## src/rtl/i2s_pkg.sv

```systemverilog
// Shared I2S definitions: channel encoding, bit-pointer type and the pointer
// advance rule used by both the transmitter and the receiver.
package i2s_pkg;

  localparam int I2S_DEFAULT_WIDTH = 16;
  // Index field width; covers channel words up to 256 bits.
  localparam int I2S_IDX_W = 8;

  typedef enum logic {
    CH_LEFT  = 1'b0,
    CH_RIGHT = 1'b1
  } i2s_chan_e;

  typedef struct packed {
    i2s_chan_e              chan;
    logic [I2S_IDX_W-1:0]   index;
  } i2s_pos_t;

  // Step the bit pointer: index wraps WIDTH-1 -> 0 and flips the channel.
  function automatic i2s_pos_t pos_advance(i2s_pos_t pos, int unsigned width);
    i2s_pos_t nxt;
    nxt = pos;
    if (pos.index == I2S_IDX_W'(width - 1)) begin
      nxt.index = '0;
      nxt.chan  = (pos.chan == CH_LEFT) ? CH_RIGHT : CH_LEFT;
    end else begin
      nxt.index = pos.index + I2S_IDX_W'(1);
    end
    return nxt;
  endfunction

endpackage

```

## src/rtl/i2s_master_tx_if.sv

```systemverilog
// Sample handshake and I2S bus signals of the master transmitter.
// master: the transmitter side; slave: the sample source / bus observer.
interface i2s_master_tx_if
  import i2s_pkg::*;
#(
  parameter int WIDTH = I2S_DEFAULT_WIDTH
);

  logic [WIDTH-1:0] Left_In;
  logic [WIDTH-1:0] Right_In;
  logic             Sample_Valid;
  logic             Sample_Ready;
  logic             Sclk_Out;
  logic             Ws_Out;
  logic             Sd_Out;
  logic             Frame_Start;
  logic             Underrun;

  modport master (
    input  Left_In, Right_In, Sample_Valid,
    output Sample_Ready, Sclk_Out, Ws_Out, Sd_Out, Frame_Start, Underrun
  );

  modport slave (
    output Left_In, Right_In, Sample_Valid,
    input  Sample_Ready, Sclk_Out, Ws_Out, Sd_Out, Frame_Start, Underrun
  );

endinterface

```

## src/rtl/i2s_sclk_gen.sv

```systemverilog
// Bit-clock divider: Sclk_Out toggles every SCLK_DIV Clk_Fast cycles.
// Rise_Tick/Fall_Tick flag the cycle whose closing edge makes that toggle.
module i2s_sclk_gen #(
  parameter int SCLK_DIV = 2
) (
  input  logic Clk_Fast,
  input  logic Rst,
  output logic Sclk_Out,
  output logic Rise_Tick,
  output logic Fall_Tick
);

  localparam int CW = (SCLK_DIV > 1) ? $clog2(SCLK_DIV) : 1;
  localparam logic [CW-1:0] CNT_LAST = CW'(SCLK_DIV - 1);

  logic [CW-1:0] r_cnt;
  logic          r_sclk;
  logic          w_term;

  assign w_term = (r_cnt == CNT_LAST);

  // Count 0..SCLK_DIV-1, wrap and toggle the bit clock at terminal count.
  always_ff @(posedge Clk_Fast or posedge Rst) begin
    // NOTE: non-blocking assignments keep every register sampling pre-edge values.
    if (Rst) begin
      r_cnt  <= '0;
      r_sclk <= 1'b0;
    end else if (w_term) begin
      r_cnt  <= '0;
      r_sclk <= ~r_sclk;
    end else begin
      r_cnt  <= r_cnt + CW'(1);
    end
  end

  assign Sclk_Out  = r_sclk;
  assign Rise_Tick = w_term && !r_sclk;
  assign Fall_Tick = w_term &&  r_sclk;

endmodule

```

## src/rtl/i2s_master_tx.sv

```systemverilog
// I2S bus master transmitter: divides Clk_Fast into SCLK, drives WS and SD
// (MSB first, WS leading the MSB by one bit) from stereo pairs taken over a
// valid/ready handshake into a single holding register.
// Optional: define I2S_TX_HOLD_LAST_EN to resend the last transmitted pair
// on underrun instead of zeros.
module i2s_master_tx
  import i2s_pkg::*;
#(
  parameter int WIDTH    = I2S_DEFAULT_WIDTH,
  parameter int SCLK_DIV = 2
) (
  input logic             Clk_Fast,
  input logic             Rst,
  i2s_master_tx_if.master bus
);

  localparam int FRAME_W = 2 * WIDTH;
  localparam logic [I2S_IDX_W-1:0] IDX_LAST = I2S_IDX_W'(WIDTH - 1);
  localparam i2s_pos_t POS_RESET = '{chan: CH_RIGHT, index: I2S_IDX_W'(WIDTH - 2)};

  logic               w_sclk;
  logic               w_rise_tick;
  logic               w_fall_tick;
  logic               w_load;
  logic               w_accept;
  i2s_pos_t           r_pos;
  i2s_pos_t           w_pos_next;
  logic               r_ws;
  logic               r_hold_full;
  logic [WIDTH-1:0]   r_hold_l;
  logic [WIDTH-1:0]   r_hold_r;
  logic [FRAME_W-1:0] r_shift;
  logic [FRAME_W-1:0] w_load_word;
  logic               r_frame_start;
  logic               r_underrun;
`ifdef I2S_TX_HOLD_LAST_EN
  logic [FRAME_W-1:0] r_last;
`endif

  i2s_sclk_gen #(.SCLK_DIV(SCLK_DIV)) u_sclk_gen (
    .Clk_Fast  (Clk_Fast),
    .Rst       (Rst),
    .Sclk_Out  (w_sclk),
    .Rise_Tick (w_rise_tick),
    .Fall_Tick (w_fall_tick)
  );

  assign w_pos_next = pos_advance(r_pos, WIDTH);
  // A frame loads on the fall tick that leaves the last right-channel bit.
  assign w_load     = w_fall_tick && (r_pos.chan == CH_RIGHT) && (r_pos.index == IDX_LAST);
  assign w_accept   = bus.Sample_Valid && !r_hold_full;

  // Select the word the shifter takes at a frame boundary.
  always_comb begin
    // NOTE: default first so every path assigns the signal and no latch is inferred.
    w_load_word = {r_hold_l, r_hold_r};
    if (!r_hold_full) begin
`ifdef I2S_TX_HOLD_LAST_EN
      w_load_word = r_last;
`else
      w_load_word = '0;
`endif
    end
  end

  // Bit pointer and word select advance on SCLK fall ticks.
  always_ff @(posedge Clk_Fast or posedge Rst) begin
    if (Rst) begin
      r_pos <= POS_RESET;
      r_ws  <= 1'b1;
    end else if (w_fall_tick) begin
      r_pos <= w_pos_next;
      if (w_pos_next.index == IDX_LAST) r_ws <= ~r_ws;
    end
  end

  // Shifter: load a frame at the boundary, otherwise shift towards the MSB.
  always_ff @(posedge Clk_Fast or posedge Rst) begin
    if (Rst) begin
      r_shift <= '0;
    end else if (w_fall_tick) begin
      if (w_load) r_shift <= w_load_word;
      else        r_shift <= {r_shift[FRAME_W-2:0], 1'b0};
    end
  end

  // Holding register: filled by an accept, emptied by a frame load.
  always_ff @(posedge Clk_Fast or posedge Rst) begin
    if (Rst) begin
      r_hold_full <= 1'b0;
      r_hold_l    <= '0;
      r_hold_r    <= '0;
    end else if (w_accept) begin
      r_hold_full <= 1'b1;
      r_hold_l    <= bus.Left_In;
      r_hold_r    <= bus.Right_In;
    end else if (w_load) begin
      r_hold_full <= 1'b0;
    end
  end

  // Frame-start and underrun pulses, aligned with the left MSB on SD.
  always_ff @(posedge Clk_Fast or posedge Rst) begin
    if (Rst) begin
      r_frame_start <= 1'b0;
      r_underrun    <= 1'b0;
    end else begin
      r_frame_start <= w_load;
      r_underrun    <= w_load && !r_hold_full;
    end
  end

`ifdef I2S_TX_HOLD_LAST_EN
  // Remember the last pair actually taken from the holding register.
  always_ff @(posedge Clk_Fast or posedge Rst) begin
    if (Rst)                     r_last <= '0;
    else if (w_load && r_hold_full) r_last <= {r_hold_l, r_hold_r};
  end
`endif

  // Ticks mark edges of the divided clock from its current level.
  assert property (@(posedge Clk_Fast) disable iff (Rst) w_rise_tick |-> !w_sclk);
  assert property (@(posedge Clk_Fast) disable iff (Rst) w_fall_tick |->  w_sclk);

  assign bus.Sclk_Out     = w_sclk;
  assign bus.Ws_Out       = r_ws;
  assign bus.Sd_Out       = r_shift[FRAME_W-1];
  assign bus.Sample_Ready = !r_hold_full;
  assign bus.Frame_Start  = r_frame_start;
  assign bus.Underrun     = r_underrun;

endmodule

```

## src/flat_wrapper.sv

```systemverilog
// flat-port wrapper written by rule: the top's interface ports become plain ports
module i2s_master_tx_flat import i2s_pkg::*;
#(
  parameter int WIDTH    = I2S_DEFAULT_WIDTH,
  parameter int SCLK_DIV = 2
)
  (Clk_Fast, Rst, bus_Left_In, bus_Right_In, bus_Sample_Valid, bus_Sample_Ready, bus_Sclk_Out, bus_Ws_Out, bus_Sd_Out, bus_Frame_Start, bus_Underrun);
  i2s_master_tx_if #(.WIDTH(WIDTH)) bus_i ();
  input logic Clk_Fast;
  input logic Rst;
  input wire logic [$bits(bus_i.Left_In)-1:0] bus_Left_In;
  input wire logic [$bits(bus_i.Right_In)-1:0] bus_Right_In;
  input wire logic [$bits(bus_i.Sample_Valid)-1:0] bus_Sample_Valid;
  output wire logic [$bits(bus_i.Sample_Ready)-1:0] bus_Sample_Ready;
  output wire logic [$bits(bus_i.Sclk_Out)-1:0] bus_Sclk_Out;
  output wire logic [$bits(bus_i.Ws_Out)-1:0] bus_Ws_Out;
  output wire logic [$bits(bus_i.Sd_Out)-1:0] bus_Sd_Out;
  output wire logic [$bits(bus_i.Frame_Start)-1:0] bus_Frame_Start;
  output wire logic [$bits(bus_i.Underrun)-1:0] bus_Underrun;
  assign bus_i.Left_In = bus_Left_In;
  assign bus_i.Right_In = bus_Right_In;
  assign bus_i.Sample_Valid = bus_Sample_Valid;
  assign bus_Sample_Ready = bus_i.Sample_Ready;
  assign bus_Sclk_Out = bus_i.Sclk_Out;
  assign bus_Ws_Out = bus_i.Ws_Out;
  assign bus_Sd_Out = bus_i.Sd_Out;
  assign bus_Frame_Start = bus_i.Frame_Start;
  assign bus_Underrun = bus_i.Underrun;
  i2s_master_tx #(.WIDTH(WIDTH), .SCLK_DIV(SCLK_DIV)) u_core (.Clk_Fast(Clk_Fast), .Rst(Rst), .bus(bus_i));
endmodule
```

## config.mk

```make
export PLATFORM = sky130hd
export DESIGN_NAME = i2s_master_tx_flat
export DESIGN_NICKNAME = d
export VERILOG_FILES = /design/src/rtl/i2s_pkg.sv /design/src/rtl/i2s_master_tx_if.sv /design/src/rtl/i2s_sclk_gen.sv /design/src/rtl/i2s_master_tx.sv /design/src/flat_wrapper.sv
export SDC_FILE = /design/constraint.sdc
export NUM_CORES = 1
export LEC_CHECK = 0
export BUFFER_PORTS_ARGS = -buffer_cell sky130_fd_sc_hd__buf_4
export CAP_MARGIN = 10
export CORE_AREA = 5 5 81 83
export DETAILED_ROUTE_END_ITERATION = 7
export DIE_AREA = 0 0 86 88
export GPL_TIMING_DRIVEN = 1
export PLACE_DENSITY = 0.81
export SLEW_MARGIN = 20
export SYNTH_ARGS = -nofsm -noshare
export SYNTH_HDL_FRONTEND = slang
export SYNTH_SLANG_ARGS = --single-unit
```

## constraint.sdc

```tcl
create_clock -name Clk_Fast -period 3.9 [get_ports Clk_Fast]
set_input_delay 0.39 -clock Clk_Fast [delete_from_list [all_inputs] [get_ports Clk_Fast]]
set_output_delay 0.39 -clock Clk_Fast [all_outputs]
set_load 0.1 [all_outputs]
```

-- Yosys cells after proc, flatten, opt, wreduce, memory -nomap -nowiden
Cells that the tools add are included.
W data, S select, Z words.
- input port bits: 35
- register bits after elaboration: 79
- logic and storage cells: 33
- output and inout port bits: 6
- bitwise logic cells: 2
- equal/unequal tests: 2
- add/subtract/negate cells: 2
- reduce and logical (&&, ||, !) cells: 9
- multiplexer cells: 7
- operator list (cell ; number):
    $mux W32 ; 2
    $eq A8 B4 Y1 const B ; 2
    $add A8 B1 Y8 const B ; 1
    $mux W8 ; 1
    $logic_and A1 B1 Y1 ; 5
    $mux W1 ; 4
    $reduce_and A2 Y1 ; 2
    $not A1 Y1 ; 2
    $reduce_bool A2 Y1 ; 1
    $add A1 B1 Y1 const B ; 1
    $logic_not A1 Y1 ; 1

-- Longest topological paths before layout
Gate-level depths: netlist (run 1).
- word-level depth: 5
- gate-level depth with buffers: 8
- gate-level depth less buffers: 7

-- Hierarchy
From an unflattened synthesis (run 1), not the netlist that was laid out.
- cells, all modules: 314
- area total of the unflattened synthesis: 3440.8 µm²
- by module, submodules not included (module ; cells each ; times used ; area an instance (µm²) ; sequential area each (µm²)):
    i2s_master_tx ; 307 ; 1 ; 3358.2 ; 1933.1
    i2s_sclk_gen ; 7 ; 1 ; 82.6 ; 50.0

-- Worst setup path before layout (run 1)
No wires, ideal clock.
- kind: register -> register
- from: reg u_core.u_sclk_gen.r_sclk, in the netlist u_core.u_sclk_gen.Sclk_Out
- to: reg u_core.r_shift[10]
- data required time: 3818 ps
- path slack: 1651 ps
- path buffers: 1
- cell stages (with the launch flop): 8
- setup time: 82 ps
- clock period less this slack: 2249 ps
- arrival: 2167 ps
- cell sequence: dfrtp_1 nand2_1 nor2_2 nand3_2 inv_2 buf_2 nand3_1 a31oi_1
- cells in the longest elaborated chain, start to end: 4
- ends and longest elaborated chain (element ; RTL line ; source):
    start, declared ; i2s_sclk_gen.sv:17 ; logic r_sclk;
    start signal, assigned ; i2s_sclk_gen.sv:30 ; r_sclk <= ~r_sclk;
    $logic_and A1 B1 Y1 * ; i2s_sclk_gen.sv:38 ; assign Fall_Tick = w_term && r_sclk;
    $logic_and A1 B1 Y1 (2 in series) ; i2s_master_tx.sv:50 ; assign w_load = w_fall_tick && (r_pos.chan == CH_RIGHT) && (r_pos.index == IDX_LAST);
    $mux W32 ; i2s_master_tx.sv:82 ; if (w_load) r_shift <= w_load_word;
    end signal, assigned ; i2s_master_tx.sv:82 ;
    end signal, assigned ; i2s_master_tx.sv:83 ; else r_shift <= {r_shift[FRAME_W-2:0], 1'b0};
    end, declared ; i2s_master_tx.sv:32 ; logic [FRAME_W-1:0] r_shift;
Every way passes the cells marked *; elsewhere a longest branch is shown, timed or not.
A chain may end at the register's enable or synchronous reset.

-- Final worst setup path (run 1)
- from: reg u_core.r_pos[1] (netlist name)
- to: reg u_core.r_shift[9]
- cells in the longest elaborated chain, start to end: 3
- ends and longest elaborated chain (element ; RTL line ; source):
    start, declared ; i2s_master_tx.sv:26 ; i2s_pos_t r_pos;
    start signal, assigned ; i2s_master_tx.sv:72 ; r_pos <= w_pos_next;
    $eq A8 B4 Y1 ; i2s_master_tx.sv:50 ;
    $logic_and A1 B1 Y1 ; i2s_master_tx.sv:50 ;
    $mux W32 ; i2s_master_tx.sv:82 ;
Every way passes these cells.

==> results of run 1 <==
cell families after synthesis:
logic type,count (synthesis),share of synthesized area
simple gates,119,0.1627
flops,79,0.5836
compound gates,39,0.07953
mux,33,0.1094
buf+inv,28,0.03424
xor+xnor,9,0.02319
fa+ha+maj,2,0.007363
area by class of cell:
type,count,share of cell area
timing repair buffer,44,0.08291
sequential,79,0.4978
multi-input combinational,202,0.3282
clock inverter,6,0.02701
inverter,6,0.005967
tap,75,0.02356
clock buffer,10,0.03455
registers in the layout (all words and copies together), names as in the netlist:
name / count
u_core.bus.Frame_Start: 1
u_core.u_sclk_gen.r_cnt: 1
u_core.r_hold_l: 16
u_core.r_pos: 9
u_core.bus.Ws_Out: 1
u_core.r_hold_r: 16
u_core.u_sclk_gen.Sclk_Out: 1
u_core.bus.Underrun: 1
u_core.r_shift: 32
u_core.r_hold_full: 1
path summary, 6_finish.rpt:
path	start	to	slack [ps]	depth (start not counted)
max in group asynchronous	Rst	u_core.r_pos[1]	2800	3
max	u_core.r_pos[1]	u_core.r_shift[9]	1540	8
min in group Clk_Fast	bus_Left_In[1]	u_core.r_hold_l[1]	270	2
min	Rst	u_core.u_sclk_gen.r_cnt	150	2
min reg2reg	u_core.u_sclk_gen.r_cnt	u_core.u_sclk_gen.r_cnt	490	1
max reg2reg	u_core.r_pos[1]	u_core.r_shift[9]	1540	8
report_power, final:
part           total (mW)  switching [mW]  internal, mW
registers            1.02          0.0763         0.948
logic               0.197          0.0736         0.124
clock network       0.729           0.289         0.440
layer usage:
layer	vias up	GRT usage	part of all wire
met1	1176	0.2472	0.43
met5	-	0	0
met2	47	0.3048	0.50
met4	0	0.1022	0.028
met3	14	0.03763	0.035
li1	1135	-	-
synthesized netlist by cell type:
cell,number
a31oi_1,32
mux2_2,33
inv_2,1
a32o_1,1
a2111oi_4,1
a21o_1,2
buf_4,1
buf_2,6
nor2_1,34
and2_1,1
and4_4,1
dfstp_2,5
nand3b_1,1
inv_1,5
nor3b_1,1
o21ai_0,2
xnor2_1,5
nand2_1,39
clkbuf_1,14
and2_4,1
dfrtp_1,74
o31ai_1,1
or3_4,1
nor2b_1,1
buf_1,1
ha_1,2
nor2_2,1
nand3_1,34
nand3_2,1
nand4_1,2
nor4_4,1
xor2_1,4
==> summary.md, run 1 <==
| Metric | Value |
|---|---|
| CTS tree | built |
| Initial antenna violation count | 0 |
| Cell variety after synth | 32 |
| Crit path time final | 2363 ps |
| Yosys warning count | 0 |
| WHS | 152.9 ps |
| Seq/Total Area, Yosys | 0.5836 |
| VDD IR max | 0.2920 mV |
| Pin count of the biggest net entering global routing | 48 |
| CTS resizes | 0 |
| Nets | 379 |
| Worst rel slew slack | 0.3743 |
| Hpwl dp | 4109 um |
| Synthesis-stage register bit count | 79 |
| DR vias | ~2,400 |
| Cell Area, Synth | 3398 um2 |
| Area contributors post-synth | dfrtp_1, mux2_2, a31oi_1 |
| H-Tree Depth | 3 |
| Register area | 1983 um2 |
| LEAKAGE | around 1.7 nW |
| Fin cells | 422 |
| Total Wirelength | 6355 um |
| Achievable clock frequency | 423.2 MHz |
| Cell family with most CP delay | buffers and inverters |
| CP endpoint kind | flop |
| Worst min path class | input port to asynchronous set/reset pin |
| DRC violations left | 0 |
| Total core area | about 5800 um2 |
| # rows | 28 |
| Clk_skew | 8.029 ps |
| Syn_nets | ~350 |
| Worst Path Arrival | 2630 ps |
| Critical path fanouts, max | 34 |
| First drt pass iteration count | 4 |
| Period Utilization, post-route | 0.6058 |
| Most Frequent Cell on Critical Path | nand3_1 |
| CTS clk-pin slew, worst paths | 80 ps |
| Leading area contributor after synthesis | dfrtp_1 |
| Die height | 88 um |
| Die ar. | 7568 um2 |
| Vias in the first global route | 2,376 |
| PortBufs | 40 |
| CP Class | flop to flop |
| Cell breakdown of the critical path | ha_1, nand3_1, nor2_2, nand3_2, buf_4, inv_2, nand3_1, a31oi_1 |
| Final core utilization | 0.6892 |
| Status | complete, no violations |
| Total chip power | 1.951 mW |
| Post-CTS setup buffer count | 0 |
| Post-synth top area share | 0.5449 |
| Fill cells | 439 |
| MaxCap Viol Count | 0 |
| Clock sinks | 79 |
| CP peak stage delay | about 560 ps |
| DR WL/cell | 15.06 um |
| Critical Path RT | 4160 ps |
| First-pass GRT wire length | 11,260 um |
| Worst skew pair latency | roughly 350 ps |
| Clock Path Buffers | 2 |
| Initial Utilization | 0.5879 |
| DRT antenna net count | 0 |
| Ant. Diodes | 0 |
| Die W | 86 um |
| Startpoint Class | flop |
| Fin worst setup slack | roughly 1500 ps |
| Final setup violation count | 0 |
| Final hold vios | 0 |
| RSZ-0062 raised after global routing | no |
| Pwr/cell area | 489.8 nW/um2 |
| Clk root buf | clkbuf_8 |
| Inst Count DP | 406 |
| Fin area | ~4000 um2 |
| Gr ovfl total | 0 |
| Io pins | 41 |
| Avg Cell Area, Syn | 11.00 um2 |
| Synth Instances | 309 |
| CP Buf/Inv Count | 2 |
| Layout area overhead | 17.23% |
| Slowest-stage cell, CP | dfstp_2 |
| GPL Wtd Cong | between 0.8 and 0.9 |
| Post-CTS Hold Fix Bufs | 0 |
| Layout cells sized above 1 | 0.3141 |
| All-Layer GR Usage | 0.1908 |
| Vias per cell | 5.621 |
| Most common cell after layout, fill and taps aside | dfrtp_1 |
| Setup WS pre-CTS | around 1600 ps |
| Drt first-iter violations | roughly 140 |
| Most frequent cells in the layout | dfrtp_1, buf_4, nand2_1, nor2_1, nand3_1 |
| Placed inst area | 3739 um2 |
| Area of the multi-input gates | about 1300 um2 |
| Fin. max-slew vios | 0 |
| Slew @ Worst Pin | between 900 and 1000 ps |
| TritonCTS Buffers | 9 |
| Setup tns final | 0 ps |
No activity file was read; power rests on OpenSTA's default activity.
==> run 2: changes to the inputs <==
--- a/config.mk
+++ b/config.mk
@@ -7,11 +7,11 @@
 export LEC_CHECK = 0
 export BUFFER_PORTS_ARGS = -buffer_cell sky130_fd_sc_hd__buf_4
 export CAP_MARGIN = 10
-export CORE_AREA = 5 5 81 83
+export CORE_AREA = 5 5 84 86
 export DETAILED_ROUTE_END_ITERATION = 7
-export DIE_AREA = 0 0 86 88
+export DIE_AREA = 0 0 89 91
 export GPL_TIMING_DRIVEN = 1
-export PLACE_DENSITY = 0.81
+export PLACE_DENSITY = 0.76
 export SLEW_MARGIN = 20
 export SYNTH_ARGS = -nofsm -noshare
 export SYNTH_HDL_FRONTEND = slang
==> constraint.sdc (replaced) <==
create_clock -name Clk_Fast -period 2.4 [get_ports Clk_Fast]
set_input_delay 0.24 -clock Clk_Fast [delete_from_list [all_inputs] [get_ports Clk_Fast]]
set_output_delay 0.24 -clock Clk_Fast [all_outputs]
set_load 0.1 [all_outputs]
==> run 2 against run 1 <==
Sequential power increased by 64%; cell count grew 0.95%; clock skew about the same; non-clock buffer count increased by 2; utilization down 4.1 points; via count up 0.38%; sequential share of layout area down 0.50 points; critical path depth fell by 1; die area up 7.0%; hold slack got worse by 140 ps; register-to-register slack got worse by 1300 ps; critical path type unchanged; total power up 61%; largest power group unchanged.
==> summary.md, run 2 (synthesis results as in run 1) <==
| Metric | Value |
|---|---|
| Top sig layer | met4 |
| TritonCTS Buffers | 9 |
| Clk_skew | 7.836 ps |
| R2r worst-path depth | 7 |
| Total core area | between 6000 and 7000 um2 |
| CTS resizes | 0 |
| Fin worst setup slack | approximately 280 ps |
| Fin. max-slew vios | 0 |
| Achievable clock frequency | about 470 MHz |
| Worst Setup EP | u_core.r_shift[29] |
| Final hold vios | 0 |
| Critical Path RT | 2660 ps |
| CP endpoint kind | flop |
| Most common cell after layout, fill and taps aside | dfrtp_1 |
| Max reg flops | 32 |
| Startpoint Class | flop |
| Io pins | 41 |
| Pin count of the biggest net entering global routing | 44 |
| Reg2reg setup slack | 280 ps |
| Biggest regs | u_core.r_shift: 32 flops, u_core.r_hold_l: 16 flops, u_core.r_hold_r: 16 flops |
| First-pass GRT wire length | roughly 11,000 um |
| DR vias | between 2,000 and 2,500 |
| Post-CTS Hold Fix Bufs | 0 |
| Total chip power | 3.149 mW |
| # rows | 29 |
| PortBufs | 40 |
| H-Tree Depth | 3 |
| Total Wirelength | 6268 um |
| Initial antenna violation count | 0 |
| DRC violations left | 0 |
| Gr ovfl total | 0 |
| Period Utilization, post-route | 0.8851 |
| Die height | slightly above 90 um |
| Critical path fanouts, max | 33 |
| Setup tns final | 0 ps |
| Setup WS pre-CTS | 304.7 ps |
| Ant. Diodes | 0 |
| Layout area overhead | 18.41% |
| CTS clk-pin slew, worst paths | 80 ps |
| Worst min path class | input port to asynchronous set/reset pin |
| Worst reg2reg path endpoint | u_core.r_shift[29] |
| Drt first-iter violations | 138 |
| RR Startpoint | u_core.r_pos[1] |
| Worst rel slew slack | 0.4950 |
| Most frequent cells in the layout | dfrtp_1, buf_4, nand2_1, nor2_1, nand3_1 |
| CTS tree | built |
| Worst Path Arrival | 2380 ps |
| Clock Path Buffers | 2 |
| Post-CTS setup buffer count | 0 |
| Nets | around 380 |
| All-Layer GR Usage | 0.1733 |
| Status | complete, no violations |
| Fill cells | 496 |
| Worst setup path startpoint | u_core.r_pos[1] |
| Vias per cell | 5.589 |
| Crit path time final | 2124 ps |
| VDD IR max | roughly 0.54 mV |
| Hpwl dp | 3981 um |
| MaxCap Viol Count | 0 |
| DRT antenna net count | 0 |
| RSZ-0062 raised after global routing | no |
| Slew @ Worst Pin | 756.6 ps |
| LEAKAGE | around 1.7 nW |
| Layout cells sized above 1 | 0.3152 |
| First drt pass iteration count | 4 |
| Met3 WL post-DR | 209 um |
| CP Class | flop to flop |
| Final setup violation count | 0 |
| Met1 wire length | roughly 2900 um |
| WHS | around 11 ps |
| Clock sinks | 79 |
| Worst skew pair latency | 340 ps |
| DR WL/cell | 14.71 um |
| GPL Wtd Cong | between 0.8 and 0.9 |
| Die ar. | approximately 8100 um2 |
| Pwr/cell area | 782.7 nW/um2 |
| Metal2 WL | around 3100 um |
| Die W | 89 um |
| Reg with most FFs | u_core.r_shift |
| Vias in the first global route | between 2,000 and 2,500 |
| Clk root buf | clkbuf_8 |
| Initial Utilization | 0.5477 |
run 2: changes by cell type in the layout (fill, tap and decap cells not counted):
cell,previous run,this run
bufinv_16,3,2
buf_12,0,2
clkbuf_8,10,13
clkinvlp_4,1,0
clkbuf_1,0,1
clkinv_2,3,1
run 2: per-layer routing:
metal  vias up  track usage
met5         -            0
met4         0      0.07692
met3        12      0.03529
met2        47       0.2611
met1      1179       0.2426
li1       1143            -
run 2: area by class of cell:
type	count	area, um2	area share
Inverter	6	23.77	0.005908
Timing Repair Buffer	46	370.4	0.09204
Clock inverter	2	60.06	0.01493
Clock buffer	14	182.7	0.04540
Tap cell	77	96.34	0.02394
Sequential cell	79	1983	0.4928
Multi-Input combinational cell	202	1308	0.3249
run 2: stage by stage:
stage / instances / area [um2] / utilization
2_1_floorplan: 309 / 3398 / -
3_3_place_gp: 410 / 3781 / 0.6094
3_5_place_dp: 410 / 3781 / 0.6094
4_1_cts: 426 / 4024 / 0.6485
5_1_grt: 426 / 4024 / 0.6485
6_report: 426 / 4024 / 0.6485
run 2: worst min path at each step:
stage                        start            endpoint  slack [ps]  cells past startpoint
finish                         Rst     u_core.r_pos[5]          10                      2
global route                   Rst     u_core.r_pos[5]          90                      2
CTS                            Rst     u_core.r_pos[5]          30                      2
detailed placement             Rst     u_core.r_pos[5]         400                      2
global placement               Rst     u_core.r_pos[5]         400                      2
floorplan           bus_Left_In[0]  u_core.r_hold_l[0]         390                      1
run 2: report_power, final:
| part | internal, mW | total (mW) | leakage, nW | switching, mW |
|---|---|---|---|---|
| sequential | 1.54 | 1.67 | 1.01 | 0.124 |
| combinational | 0.206 | 0.327 | 0.611 | 0.120 |
| clock | 0.701 | 1.16 | 0.123 | 0.457 |
| total | 2.45 | 3.15 | 1.74 | 0.701 |
run 2: critical path, stage by stage (launching register included):
cell     delay [ps]
dfstp_2         560
ha_1            240
nand3_1         120
nor2_2          190
nand3_2         110
inv_2           430
nand3_1         150
a31oi_1         230
